==> src/rtl/cpu_run_control_if.sv <==
// Host/core-side signal bundle of the run controller.
// The controller takes the slave view; the host or testbench takes the master view.
interface cpu_run_control_if #(
    parameter int CYC_W = 32
);
    logic             start;
    logic [1:0]       mode;
    logic [CYC_W-1:0] run_len;
    logic             step;
    logic             abort;
    logic [31:0]      pc_in;
    logic [31:0]      instr_in;
    logic             cpu_en;
    logic             cpu_rst_n;
    logic             busy;
    logic             done;
    logic [1:0]       status;
    logic [CYC_W-1:0] cycle_count;

    modport master (
        output start,
        output mode,
        output run_len,
        output step,
        output abort,
        output pc_in,
        output instr_in,
        input  cpu_en,
        input  cpu_rst_n,
        input  busy,
        input  done,
        input  status,
        input  cycle_count
    );

    modport slave (
        input  start,
        input  mode,
        input  run_len,
        input  step,
        input  abort,
        input  pc_in,
        input  instr_in,
        output cpu_en,
        output cpu_rst_n,
        output busy,
        output done,
        output status,
        output cycle_count
    );
endinterface

==> src/rtl/cpu_run_control.sv <==
// Run controller for the processor core: clock-enable gating, core reset,
// free-run / single-step / run-N modes, halt detection and cycle watchdog.
module cpu_run_control #(
    parameter int              CYC_W       = 32,
    parameter longint unsigned MAX_CYCLES  = 10,
    parameter int              RST_CYCLES  = 2,
    parameter logic [5:0]      HALT_OPCODE = 6'b111111,
    parameter int              STALL_LIMIT = 4
) (
    input logic              clk,
    input logic              rst_n,
    cpu_run_control_if.slave bus
);

    localparam logic [2:0] S_IDLE  = 3'd0;
    localparam logic [2:0] S_RESET = 3'd1;
    localparam logic [2:0] S_RUN   = 3'd2;
    localparam logic [2:0] S_STEP  = 3'd3;
    localparam logic [2:0] S_DONE  = 3'd4;

    localparam logic [1:0] M_STEP  = 2'b01;
    localparam logic [1:0] M_RUN_N = 2'b10;

    localparam logic [1:0] ST_LEN   = 2'b00;
    localparam logic [1:0] ST_HALT  = 2'b01;
    localparam logic [1:0] ST_WDOG  = 2'b10;
    localparam logic [1:0] ST_ABORT = 2'b11;

    localparam int RW = (RST_CYCLES > 1) ? $clog2(RST_CYCLES) : 1;
    localparam int SW = $clog2(STALL_LIMIT + 2);

    localparam logic [RW-1:0] RST_LAST  = RW'(RST_CYCLES - 1);
    localparam logic [SW-1:0] STALL_MAX = SW'(STALL_LIMIT);

    // A watchdog limit beyond the counter range can never match.
    localparam longint unsigned CNT_MAX =
        (CYC_W >= 64) ? {64{1'b1}} : ((64'd1 << CYC_W) - 64'd1);
    localparam bit               WDOG_EN  = (MAX_CYCLES <= CNT_MAX);
    localparam logic [CYC_W-1:0] WDOG_CNT = CYC_W'(MAX_CYCLES);

    logic [2:0]       state;
    logic [2:0]       state_d;
    logic [1:0]       mode_q;
    logic [1:0]       mode_d;
    logic [CYC_W-1:0] len_q;
    logic [CYC_W-1:0] len_d;
    logic [SW-1:0]    stall_q;
    logic [SW-1:0]    stall_d;
    logic [31:0]      last_pc;
    logic [31:0]      last_pc_d;
    logic [RW-1:0]    rst_cnt;
    logic [RW-1:0]    rst_cnt_d;
    logic             en_q;
    logic             en_d;
    logic             crst_q;
    logic             crst_d;
    logic             busy_q;
    logic             busy_d;
    logic             done_q;
    logic             done_d;
    logic [1:0]       status_q;
    logic [1:0]       status_d;
    logic [CYC_W-1:0] count_q;
    logic [CYC_W-1:0] count_d;

    logic [CYC_W-1:0] count_inc;
    logic [SW-1:0]    stall_inc;
    logic             halt_hit;
    logic             wdog_hit;
    logic             len_hit;
    logic             term;
    logic [1:0]       term_code;
    logic             fin;
    logic [1:0]       fin_code;

    // Termination is judged on the post-increment count of the enabled cycle.
    always_comb begin
        count_inc = (&count_q) ? count_q : count_q + CYC_W'(1);
        stall_inc = '0;
        if (bus.pc_in == last_pc) begin
            stall_inc = (stall_q == STALL_MAX) ? stall_q : stall_q + SW'(1);
        end
        halt_hit = (bus.instr_in[31:26] == HALT_OPCODE)
                || (stall_inc == STALL_MAX);
        wdog_hit = WDOG_EN && (count_inc == WDOG_CNT);
        len_hit  = (mode_q == M_RUN_N) && (count_inc == len_q);
        term     = bus.abort || halt_hit || wdog_hit || len_hit;
        if (bus.abort) begin
            term_code = ST_ABORT;
        end else if (halt_hit) begin
            term_code = ST_HALT;
        end else if (wdog_hit) begin
            term_code = ST_WDOG;
        end else begin
            term_code = ST_LEN;
        end
    end

    always_comb begin
        state_d   = state;
        mode_d    = mode_q;
        len_d     = len_q;
        stall_d   = stall_q;
        last_pc_d = last_pc;
        rst_cnt_d = rst_cnt;
        en_d      = en_q;
        crst_d    = crst_q;
        busy_d    = busy_q;
        done_d    = done_q;
        status_d  = status_q;
        count_d   = count_q;
        fin       = 1'b0;
        fin_code  = ST_LEN;

        unique case (state)
            S_IDLE, S_DONE: begin
                if (bus.start) begin
                    mode_d    = bus.mode;
                    len_d     = bus.run_len;
                    count_d   = '0;
                    status_d  = ST_LEN;
                    stall_d   = '0;
                    rst_cnt_d = '0;
                    done_d    = 1'b0;
                    busy_d    = 1'b1;
                    crst_d    = 1'b0;
                    en_d      = 1'b0;
                    state_d   = S_RESET;
                end
            end
            S_RESET: begin
                if (bus.abort) begin
                    fin      = 1'b1;
                    fin_code = ST_ABORT;
                end else if (rst_cnt == RST_LAST) begin
                    crst_d = 1'b1;
                    if (mode_q == M_STEP) begin
                        state_d = S_STEP;
                    end else if (mode_q == M_RUN_N && len_q == '0) begin
                        fin      = 1'b1;
                        fin_code = ST_LEN;
                    end else begin
                        state_d = S_RUN;
                        en_d    = 1'b1;
                    end
                end else begin
                    rst_cnt_d = rst_cnt + RW'(1);
                end
            end
            S_RUN, S_STEP: begin
                if (en_q) begin
                    count_d   = count_inc;
                    stall_d   = stall_inc;
                    last_pc_d = bus.pc_in;
                    if (term) begin
                        fin      = 1'b1;
                        fin_code = term_code;
                    end else if (state == S_STEP) begin
                        en_d = 1'b0;
                    end
                end else if (bus.abort) begin
                    fin      = 1'b1;
                    fin_code = ST_ABORT;
                end else if (state == S_STEP && bus.step) begin
                    en_d = 1'b1;
                end
            end
            default: begin
                state_d = S_IDLE;
            end
        endcase

        // Core reset stays released in DONE so its state can be inspected.
        if (fin) begin
            state_d  = S_DONE;
            en_d     = 1'b0;
            crst_d   = 1'b1;
            busy_d   = 1'b0;
            done_d   = 1'b1;
            status_d = fin_code;
        end
    end

    always_ff @(posedge clk) begin
        if (!rst_n) begin
            state    <= S_IDLE;
            mode_q   <= '0;
            len_q    <= '0;
            stall_q  <= '0;
            last_pc  <= '0;
            rst_cnt  <= '0;
            en_q     <= 1'b0;
            crst_q   <= 1'b0;
            busy_q   <= 1'b0;
            done_q   <= 1'b0;
            status_q <= ST_LEN;
            count_q  <= '0;
        end else begin
            state    <= state_d;
            mode_q   <= mode_d;
            len_q    <= len_d;
            stall_q  <= stall_d;
            last_pc  <= last_pc_d;
            rst_cnt  <= rst_cnt_d;
            en_q     <= en_d;
            crst_q   <= crst_d;
            busy_q   <= busy_d;
            done_q   <= done_d;
            status_q <= status_d;
            count_q  <= count_d;
        end
    end

    assign bus.cpu_en      = en_q;
    assign bus.cpu_rst_n   = crst_q;
    assign bus.busy        = busy_q;
    assign bus.done        = done_q;
    assign bus.status      = status_q;
    assign bus.cycle_count = count_q;

endmodule

==> src/flat_wrapper.sv <==
// flat-port wrapper written by rule: the top's interface ports become plain ports
module cpu_run_control_flat 
#(
    parameter int              CYC_W       = 32,
    parameter longint unsigned MAX_CYCLES  = 10,
    parameter int              RST_CYCLES  = 2,
    parameter logic [5:0]      HALT_OPCODE = 6'b111111,
    parameter int              STALL_LIMIT = 4
)
  (clk, rst_n, bus_start, bus_mode, bus_run_len, bus_step, bus_abort, bus_pc_in, bus_instr_in, bus_cpu_en, bus_cpu_rst_n, bus_busy, bus_done, bus_status, bus_cycle_count);
  cpu_run_control_if #(.CYC_W(CYC_W)) bus_i ();
  input logic clk;
  input logic rst_n;
  input wire logic [$bits(bus_i.start)-1:0] bus_start;
  input wire logic [$bits(bus_i.mode)-1:0] bus_mode;
  input wire logic [$bits(bus_i.run_len)-1:0] bus_run_len;
  input wire logic [$bits(bus_i.step)-1:0] bus_step;
  input wire logic [$bits(bus_i.abort)-1:0] bus_abort;
  input wire logic [$bits(bus_i.pc_in)-1:0] bus_pc_in;
  input wire logic [$bits(bus_i.instr_in)-1:0] bus_instr_in;
  output wire logic [$bits(bus_i.cpu_en)-1:0] bus_cpu_en;
  output wire logic [$bits(bus_i.cpu_rst_n)-1:0] bus_cpu_rst_n;
  output wire logic [$bits(bus_i.busy)-1:0] bus_busy;
  output wire logic [$bits(bus_i.done)-1:0] bus_done;
  output wire logic [$bits(bus_i.status)-1:0] bus_status;
  output wire logic [$bits(bus_i.cycle_count)-1:0] bus_cycle_count;
  assign bus_i.start = bus_start;
  assign bus_i.mode = bus_mode;
  assign bus_i.run_len = bus_run_len;
  assign bus_i.step = bus_step;
  assign bus_i.abort = bus_abort;
  assign bus_i.pc_in = bus_pc_in;
  assign bus_i.instr_in = bus_instr_in;
  assign bus_cpu_en = bus_i.cpu_en;
  assign bus_cpu_rst_n = bus_i.cpu_rst_n;
  assign bus_busy = bus_i.busy;
  assign bus_done = bus_i.done;
  assign bus_status = bus_i.status;
  assign bus_cycle_count = bus_i.cycle_count;
  cpu_run_control #(.CYC_W(CYC_W), .MAX_CYCLES(MAX_CYCLES), .RST_CYCLES(RST_CYCLES), .HALT_OPCODE(HALT_OPCODE), .STALL_LIMIT(STALL_LIMIT)) u_core (.clk(clk), .rst_n(rst_n), .bus(bus_i));
endmodule
==> config.mk <==
export PLATFORM = sky130hd
export DESIGN_NAME = cpu_run_control_flat
export DESIGN_NICKNAME = d
export VERILOG_FILES = /design/src/rtl/cpu_run_control_if.sv /design/src/rtl/cpu_run_control.sv /design/src/flat_wrapper.sv
export SDC_FILE = /design/constraint.sdc
export NUM_CORES = 1
export LEC_CHECK = 0
export CAP_MARGIN = 20
export CORE_MARGIN = 4
export CORE_UTILIZATION = 30
export DETAILED_ROUTE_END_ITERATION = 8
export PLACE_DENSITY = 0.63
export SYNTH_ARGS = -nofsm -noshare
export SYNTH_HDL_FRONTEND = slang
export SYNTH_SLANG_ARGS = --single-unit
export TNS_END_PERCENT = 10
==> constraint.sdc <==
create_clock -name clk -period 4.08 [get_ports clk]
set_input_delay 0.612 -clock clk [delete_from_list [all_inputs] [get_ports clk]]
set_output_delay 0.612 -clock clk [all_outputs]
set_load 0.01 [all_outputs]
==> results.md, run 1 <==
| Quantity | This run |
| --- | --- |
| Run status | finished clean |
| Final hold slack | 0.468 ns |
| Final setup fails | 0 |
| Yosys top cell by area | sky130_fd_sc_hd__dfxtp_1 |
| Depth of the worst register-to-register path | 11 |
| Fin crit period | 3.69 ns |
| Category of the most critical setup path | reg2reg |
| Area grow syn2layout | 28.4% |
| Startpoint Class | flop |
| H-tree levels | 3 |
| Area used by sequential logic in the layout | 2220 um^2 |
| Top cell type's share of synthesized area | 31.2% |
| Worst Setup Slack post-DPL | 0.409 ns |
| Slew @ Worst Pin | 0.788 ns |
| Internal power | 2050 uW |
| Most repeated cell in the gate-level netlist after synthesis | sky130_fd_sc_hd__nand2_1 |
| Max-cap check violation count | 0 |
| Cells resized by post-CTS repair | 0 |
| Critical path's slowest cell | sky130_fd_sc_hd__or4b_1 |
| Root Driver | sky130_fd_sc_hd__clkbuf_16 |
| Startpoint of the worst-slack reg-to-reg timing path | u_core.bus.cycle_count[0]$_SDFFE_PN0P_ |
| Hold Path Cell Cnt | 2 |
| Unrepaired setup endpoints after global routing | false |
| Skew-Pair Late Insertion Delay | 0.37 ns |
| Share of total power in combinational logic | 26.2% |
| Flip-flop and latch count after synthesis | 111 |
| Peak ir drop on the vdd network | 0.243 mV |
| Netlist area before placement | 7120 um^2 |
| Clock skew | 0.0122 ns |
| Max Clk Rate | 271 MHz |
| CP max FO | 9 |
| Reg-to-reg endpoint | u_core.bus.cpu_rst_n$_SDFFE_PN0P_ |
| TritonCTS clock tree | yes |
| Half-perimeter wire length of the detailed placement result | 19300 um |
| Setup TNS | 0 ns |
| Boundary pin count | 141 |
| Fraction of power consumed by sequential logic | 43.0% |
| Post-synth EDFFs | 0 |
| Gate Count Post-Synth | 941 |
| Number of DRC violations after detailed-routing iteration 0 | 599 |
| Number of nets with antenna violations after routing | 0 |
| Total routed wirelength | 25100 um |
| Clock edge transition at the registers on the reported setup and hold paths | 0.08 ns |
| Sum of overflow across all layers after global routing | 0 |
| Count of placed standard cells in the final layout, fillers left out | 1380 |
| Switching power total | 1070 uW |
| Clock sinks | 111 |
| Post-CTS setup repair buffer count | 0 |
| Maximum number of pins on one net before global-route repair | 46 |
| Leakage power | 0.00312 uW |
| Number of iterations in the first detailed-routing pass | 5 |
| Wire per inst | 18.2 um |
| Yosys warning total | 0 |
| Row cnt | 56 |
| Delay of the slowest critical-path stage | 0.69 ns |
| Post-synthesis net count | 1047 |
| Fraction of layout instances using a drive strength above 1 | 9.33% |
| Arrival time worst endpoint | 4.01 ns |
| Cts hold-fix bufs | 0 |
| Dpl cells | 1364 |
| Leading register cell type out of synthesis | sky130_fd_sc_hd__dfxtp_1 |
| Antenna violations before repair | 0 |
| Number of port buffers | 114 |
| Via count | 7260 |
| Per-cell via count in the routed design | 5.26 |
| Relative contribution of the clock network to total power | 30.7% |
| Setup slack of the critical path after layout | 0.388 ns |
| Final antenna diode count | 0 |
| # nets final | 1162 |
| Mean post-synth cell area | 7.56 um^2 |
| Startpoint of the most critical hold path | u_core.mode_q[1]$_SDFFE_PN0P_ |
| Effective utilization at floorplan | 30.4% |
| Horizontal extent of the die | 162 um |
| Slew Viols, Final | 0 |
| DRC violations left | 0 |
| DIE AREA | 26300 um^2 |
| Sequential-to-total area share from yosys stat | 31.2% |
| Net switching fraction of the power | 34.3% |
| Endpoint of the worst hold path | u_core.mode_q[1]$_SDFFE_PN0P_ |
| Data required time at the worst endpoint | 4.40 ns |
| Leading cell types by total area after synthesis | sky130_fd_sc_hd__dfxtp_1, sky130_fd_sc_hd__nand2_1, sky130_fd_sc_hd__a21boi_0, sky130_fd_sc_hd__xnor2_1, sky130_fd_sc_hd__xor2_1 |
| Combined area of the multi-input logic cells | 4540 um^2 |
| Total CTS buffers | 9 |
| Weighted congestion at the end of routability-driven global placement | 1.01 |
| Cell-by-cell listing of the critical path | ha_1 -> nand4_4 -> or4_4 -> or4b_1 -> nand3b_2 -> o2111ai_1 -> nor4b_1 -> and4b_1 -> a41oi_2 -> a21oi_4 -> o311a_1 |
| Share of synthesized registers carrying an async set or reset | 0% |
| Slack of the worst reg-to-reg path | 0.39 ns |
| Total core area | 23400 um^2 |
| Total global-route track usage | 18.9% |
| Number of buffers between clock root and the deepest sink | 2 |
| Final hold violation count | 0 |
| Fill count | 2482 |
| Die height | 162 um |
| Distinct cells, synth | 71 |
| Worst slew margin relative to its limit | 47.5% |
| Via count of the first global-routing pass | 6827 |
| Wire length of the first global-routing pass | 39300 um |
| Endpoint class of the critical path | flop |
| Total power divided by cell area | 341 nW/um^2 |
| Path class of the lowest-slack min-delay path | reg2reg |
| Most instantiated cells after synthesis | sky130_fd_sc_hd__nand2_1, sky130_fd_sc_hd__dfxtp_1, sky130_fd_sc_hd__a21boi_0 |
| Final cycle utilization of the critical path | 90.5% |
-- layer usage --
metal | share of wire (%) | vias up | track usage [%]
met1 | 45 | 3415 | 26.4
met5 | 0 | - | 0
met2 | 46 | 260 | 30.3
li1 | - | 3551 | -
met4 | 2.0 | 0 | 5.50
met3 | 6.7 | 34 | 3.02
-- cell usage in the layout (no fill, tap or decap), types with 31 or more instances in the layout --
master	count
sky130_fd_sc_hd__nor3_1	31
sky130_fd_sc_hd__a21boi_0	74
sky130_fd_sc_hd__nand2_1	191
sky130_fd_sc_hd__nor2_1	44
sky130_fd_sc_hd__clkdlybuf4s50_1	113
sky130_fd_sc_hd__o21ai_0	41
sky130_fd_sc_hd__xnor2_1	42
sky130_fd_sc_hd__dfxtp_1	111
sky130_fd_sc_hd__buf_4	62
sky130_fd_sc_hd__a21oi_1	45
sky130_fd_sc_hd__xor2_1	37
-- critical path, delay by kind of cell, from the launching register on --
kind                     cells  cell delay [ns]
AO/OA/AOI/OAI                4             0.85
adder cells (fa/ha/maj)      1             0.23
flip-flops                   1             0.34
AND/OR/NAND/NOR              6             2.21
-- per-stage QoR --
stage                     instance area [um^2]  total power, uW  util [%]
after floorplan                           7120             1830         -
after global placement                    8810             2180      37.6
after detailed placement                  8810             2180      37.6
after CTS                                 9140             3150      39.0
after global routing                      9140             3290      39.0
final                                     9140             3120      39.0
-- logic make-up after synthesis --
family                   synth area share (%)
buffers and inverters                    5.17
XOR/XNOR                                 9.72
flip-flops                               31.2
AND/OR/NAND/NOR                          31.5
multiplexers                            0.422
adder cells (fa/ha/maj)                 0.527
AO/OA/AOI/OAI                            21.5
-- registers in the layout (all words and copies together) (netlist names), 2 cells and up --
signal,count
u_core.stall_q,3
u_core.bus.status,2
u_core.bus.cycle_count,32
u_core.len_q,32
u_core.mode_q,2
u_core.last_pc,32
u_core.state,3
-- power by group through the flow --
stage | sequential, uW | combinational [uW] | clock [uW]
after global routing | 1360 | 915 | 1020
final | 1340 | 817 | 958
after global placement | 1360 | 812 | 0
after floorplan | 1300 | 532 | 0
after detailed placement | 1360 | 819 | 0
after CTS | 1340 | 822 | 985
-- area by class of cell --
type / instances / share of cell area [%]
Clock buffer: 9 / 2.47
Clock inverter: 7 / 1.10
Timing Repair Buffer: 176 / 17.5
Multi-Input combinational cell: 744 / 49.6
Inverter: 14 / 0.575
Tap cell: 319 / 4.37
Sequential cell: 111 / 24.3
-- worst max-delay path by stage --
stage	startpoint	cells after the start	end	slack [ns]
after CTS	u_core.bus.cycle_count[0]$_SDFFE_PN0P_	11	u_core.bus.cpu_rst_n$_SDFFE_PN0P_	0.38
after floorplan	u_core.bus.cycle_count[1]$_SDFFE_PN0P_	14	u_core.bus.cpu_en$_SDFFE_PP0P_	0.51
final	u_core.bus.cycle_count[0]$_SDFFE_PN0P_	11	u_core.bus.cpu_rst_n$_SDFFE_PN0P_	0.39
after detailed placement	u_core.bus.cycle_count[0]$_SDFFE_PN0P_	11	u_core.bus.cpu_rst_n$_SDFFE_PN0P_	0.41
after global placement	u_core.bus.cycle_count[10]$_SDFFE_PN0P_	10	u_core.bus.cpu_rst_n$_SDFFE_PN0P_	0.43
after global routing	u_core.bus.cycle_count[10]$_SDFFE_PN0P_	10	u_core.bus.cpu_rst_n$_SDFFE_PN0P_	0.1
No activity file was read; power rests on OpenSTA's default activity.
==> run 2: changes to the inputs <==
--- a/config.mk
+++ b/config.mk
@@ -9,6 +9,7 @@
 export CORE_MARGIN = 4
 export CORE_UTILIZATION = 30
 export DETAILED_ROUTE_END_ITERATION = 8
+export GPL_TIMING_DRIVEN = 0
 export PLACE_DENSITY = 0.63
 export SYNTH_ARGS = -nofsm -noshare
 export SYNTH_HDL_FRONTEND = slang
==> run 2 against run 1 <==
Worst setup slack lost 0.29 ns. Clock power hardly changed. Largest cell class unchanged. Via count increased by 2.5%. Critical endpoint is now u_core.bus.cpu_en$_SDFFE_PP0P_. First-iteration DRC count decreased by 5.0%. Sequential cell count did not move. Design area is 0.70% higher. Non-clock buffer count rose by 19. Core utilization rose by 0.27 points.
==> results.md, run 2 (same netlist as run 1, synthesis figures left out) <==
| Quantity | This run | Delta |
| --- | --- | --- |
| Run status | finished clean | unchanged |
| Half-perimeter wire length of the detailed placement result | 21800 um | was 19300 um |
| DIE AREA | 26300 um^2 | unchanged |
| Final hold slack | 0.476 ns | was 0.468 ns |
| Number of buffers between clock root and the deepest sink | 2 | unchanged |
| Data required time at the worst endpoint | 4.37 ns | was 4.40 ns |
| Weighted congestion at the end of routability-driven global placement | 0.996 | was 1.01 |
| Area grow syn2layout | 29.2% | was 28.4% |
| Fin crit period | 3.98 ns | was 3.69 ns |
| Sum of overflow across all layers after global routing | 0 | unchanged |
| Wire per inst | 20.2 um | was 18.2 um |
| Total routed wirelength | 28300 um | was 25100 um |
| Final cycle utilization of the critical path | 97.6% | was 90.5% |
| Max Clk Rate | 251 MHz | was 271 MHz |
| Share of total power in combinational logic | 28.3% | was 26.2% |
| Final setup fails | 0 | unchanged |
| Commonest non-fill, non-tap cells in the layout | sky130_fd_sc_hd__nand2_1, sky130_fd_sc_hd__clkdlybuf4s50_1, sky130_fd_sc_hd__dfxtp_1 | unchanged |
| Cell-by-cell listing of the critical path | buf_2 -> nand4_4 -> or4_4 -> buf_2 -> o211ai_1 -> xnor2_1 -> xnor2_1 -> o221ai_1 -> nor4_4 -> a41oi_4 -> and4_1 -> nor4b_2 | was ha_1 -> nand4_4 -> or4_4 -> or4b_1 -> nand3b_2 -> o2111ai_1 -> nor4b_1 -> and4b_1 -> a41oi_2 -> a21oi_4 -> o311a_1 |
| Commonest non-fill, non-tap cell in the layout | sky130_fd_sc_hd__nand2_1 | unchanged |
| Slew Viols, Final | 0 | unchanged |
| Maximum number of pins on one net before global-route repair | 24 | was 46 |
| CP max FO | 10 | was 9 |
| Worst slew margin relative to its limit | 41.3% | was 47.5% |
| Fraction of power consumed by sequential logic | 41.5% | was 43.0% |
| Total power divided by cell area | 346 nW/um^2 | was 341 nW/um^2 |
| Skew-Pair Late Insertion Delay | 0.38 ns | was 0.37 ns |
| Die height | 162 um | unchanged |
| Unrepaired setup endpoints after global routing | false | unchanged |
| Via count | 7445 | was 7260 |
| Effective utilization at floorplan | 30.4% | unchanged |
| Clock edge transition at the registers on the reported setup and hold paths | 0.09 ns | was 0.08 ns |
| Critical path's slowest cell | sky130_fd_sc_hd__or4_4 | was sky130_fd_sc_hd__or4b_1 |
| Final hold violation count | 0 | unchanged |
| Internal power | 2000 uW | was 2050 uW |
| Worst Setup Slack post-DPL | -0.652 ns | was 0.409 ns |
| Number of iterations in the first detailed-routing pass | 5 | unchanged |
| Max-cap check violation count | 0 | unchanged |
| Boundary pin count | 141 | unchanged |
| Clock skew | 0.0154 ns | was 0.0122 ns |
| Path class of the lowest-slack min-delay path | reg2reg | unchanged |
| Endpoint class of the critical path | flop | unchanged |
| Category of the most critical setup path | reg2reg | unchanged |
| Net switching fraction of the power | 37.0% | was 34.3% |
| Switching power total | 1180 uW | was 1070 uW |
| Final antenna diode count | 0 | unchanged |
| Slew @ Worst Pin | 0.880 ns | was 0.788 ns |
| Total CTS buffers | 9 | unchanged |
| Wire length of the first global-routing pass | 42700 um | was 39300 um |
| Buffer and inverter count on the worst path | 2 | was 0 |
| Fraction of layout instances using a drive strength above 1 | 7.68% | was 9.33% |
| Row cnt | 56 | unchanged |
| Slack of the worst reg-to-reg path | 0.1 ns | was 0.39 ns |
| Clock sinks | 111 | unchanged |
| Arrival time worst endpoint | 4.27 ns | was 4.01 ns |
| TritonCTS clock tree | yes | unchanged |
| Root Driver | sky130_fd_sc_hd__clkbuf_16 | unchanged |
| Delay of the slowest critical-path stage | 0.63 ns | was 0.69 ns |
| Startpoint Class | flop | unchanged |
| DRC violations left | 0 | unchanged |
| Horizontal extent of the die | 162 um | unchanged |
| Cts hold-fix bufs | 0 | unchanged |
| Number of nets with antenna violations after routing | 0 | unchanged |
| Number of port buffers | 113 | was 114 |
| Antenna violations before repair | 0 | unchanged |
| H-tree levels | 3 | unchanged |
| # nets final | 1182 | was 1162 |
| Setup slack of the critical path after layout | 0.0978 ns | was 0.388 ns |
| Total global-route track usage | 21.1% | was 18.9% |
| Kind of cell adding the most delay to the critical path | simple AND/OR/NAND/NOR gates | unchanged |
| Total power | 3180 uW | was 3120 uW |
| Via count of the first global-routing pass | 7000 | was 6827 |
| Per-cell via count in the routed design | 5.32 | was 5.26 |
| Peak ir drop on the vdd network | 0.235 mV | was 0.243 mV |
| Number of DRC violations after detailed-routing iteration 0 | 569 | was 599 |
| Relative contribution of the clock network to total power | 30.2% | was 30.7% |
| Leakage power | 0.00306 uW | was 0.00312 uW |
| Total core area | 23400 um^2 | unchanged |
## run 2: changes by cell type in the layout (fill, tap and decap cells not counted), sizes merged
cell,previous run,this run
bufinv,1,0
clkinvlp,0,1
buf,63,38
clkbuf,9,53
a21oi,46,47
## run 2: worst paths after layout
path,start,end,cells after the start
max,u_core.bus.cycle_count[22]$_SDFFE_PN0P_,u_core.bus.cpu_en$_SDFFE_PP0P_,12
min,u_core.mode_q[1]$_SDFFE_PN0P_,u_core.mode_q[1]$_SDFFE_PN0P_,2
max reg2reg,u_core.bus.cycle_count[22]$_SDFFE_PN0P_,u_core.bus.cpu_en$_SDFFE_PP0P_,12
min reg2reg,u_core.mode_q[1]$_SDFFE_PN0P_,u_core.mode_q[1]$_SDFFE_PN0P_,2
## run 2: timing repair
item | CTS | global route
gates cloned | 0 | 1
setup buffers | 4 | 7
setup endpoints to repair | 9 | 9
resized for setup | 15 | 14
pin swaps | 2 | 8
## run 2: power groups by stage
stage | clock (uW) | combinational, uW | sequential, uW
2_1_floorplan | 0 | 532 | 1300
4_1_cts | 979 | 883 | 1320
3_5_place_dp | 0 | 870 | 1340
5_1_grt | 1010 | 994 | 1330
3_3_place_gp | 0 | 867 | 1340
6_report | 961 | 899 | 1320
## run 2: worst register-to-register path: stages, from the launching register on
cell and delay [ns]:
sky130_fd_sc_hd__dfxtp_1 0.38, sky130_fd_sc_hd__buf_2 0.31, sky130_fd_sc_hd__nand4_4 0.23, sky130_fd_sc_hd__or4_4 0.63
sky130_fd_sc_hd__buf_2 0.25, sky130_fd_sc_hd__o211ai_1 0.37, sky130_fd_sc_hd__xnor2_1 0.29, sky130_fd_sc_hd__xnor2_1 0.18
sky130_fd_sc_hd__o221ai_1 0.22, sky130_fd_sc_hd__nor4_4 0.34, sky130_fd_sc_hd__a41oi_4 0.22, sky130_fd_sc_hd__and4_1 0.26
sky130_fd_sc_hd__nor4b_2 0.23
## run 2: stage by stage
step           std cells  utilization [%]  TNS (ns)  instance area [um^2]
6_report            1400             39.3         0                  9200
5_1_grt             1400             39.3         0                  9200
3_5_place_dp        1373             37.0     -5.60                  8650
2_1_floorplan        941                -         0                  7120
3_3_place_gp        1373             37.0    -11.12                  8650
4_1_cts             1392             38.8         0                  9080
## run 2: routing by layer
layer  part of all wire, %  routed length [um]  global-route usage (%)  vias to the layer above
met4                   2.9                 811                    7.07                        0
met1                    46               12900                    29.4                     3518
met5                     0                   0                       0                        -
met2                    46               12900                    33.7                      285
li1                      -                   -                       -                     3590
met3                   5.7                1630                    2.79                       52
## run 2: area by class of cell
class	instances	area (um^2)
Inverter	14	52.6
Fill cell	2455	14200
Tap cell	319	399
Timing Repair Buffer	124	1210
Clock buffer	9	225
Sequential cell	111	2230
Buffer	71	318
Clock inverter	7	95.1
Multi-Input combinational cell	745	4670
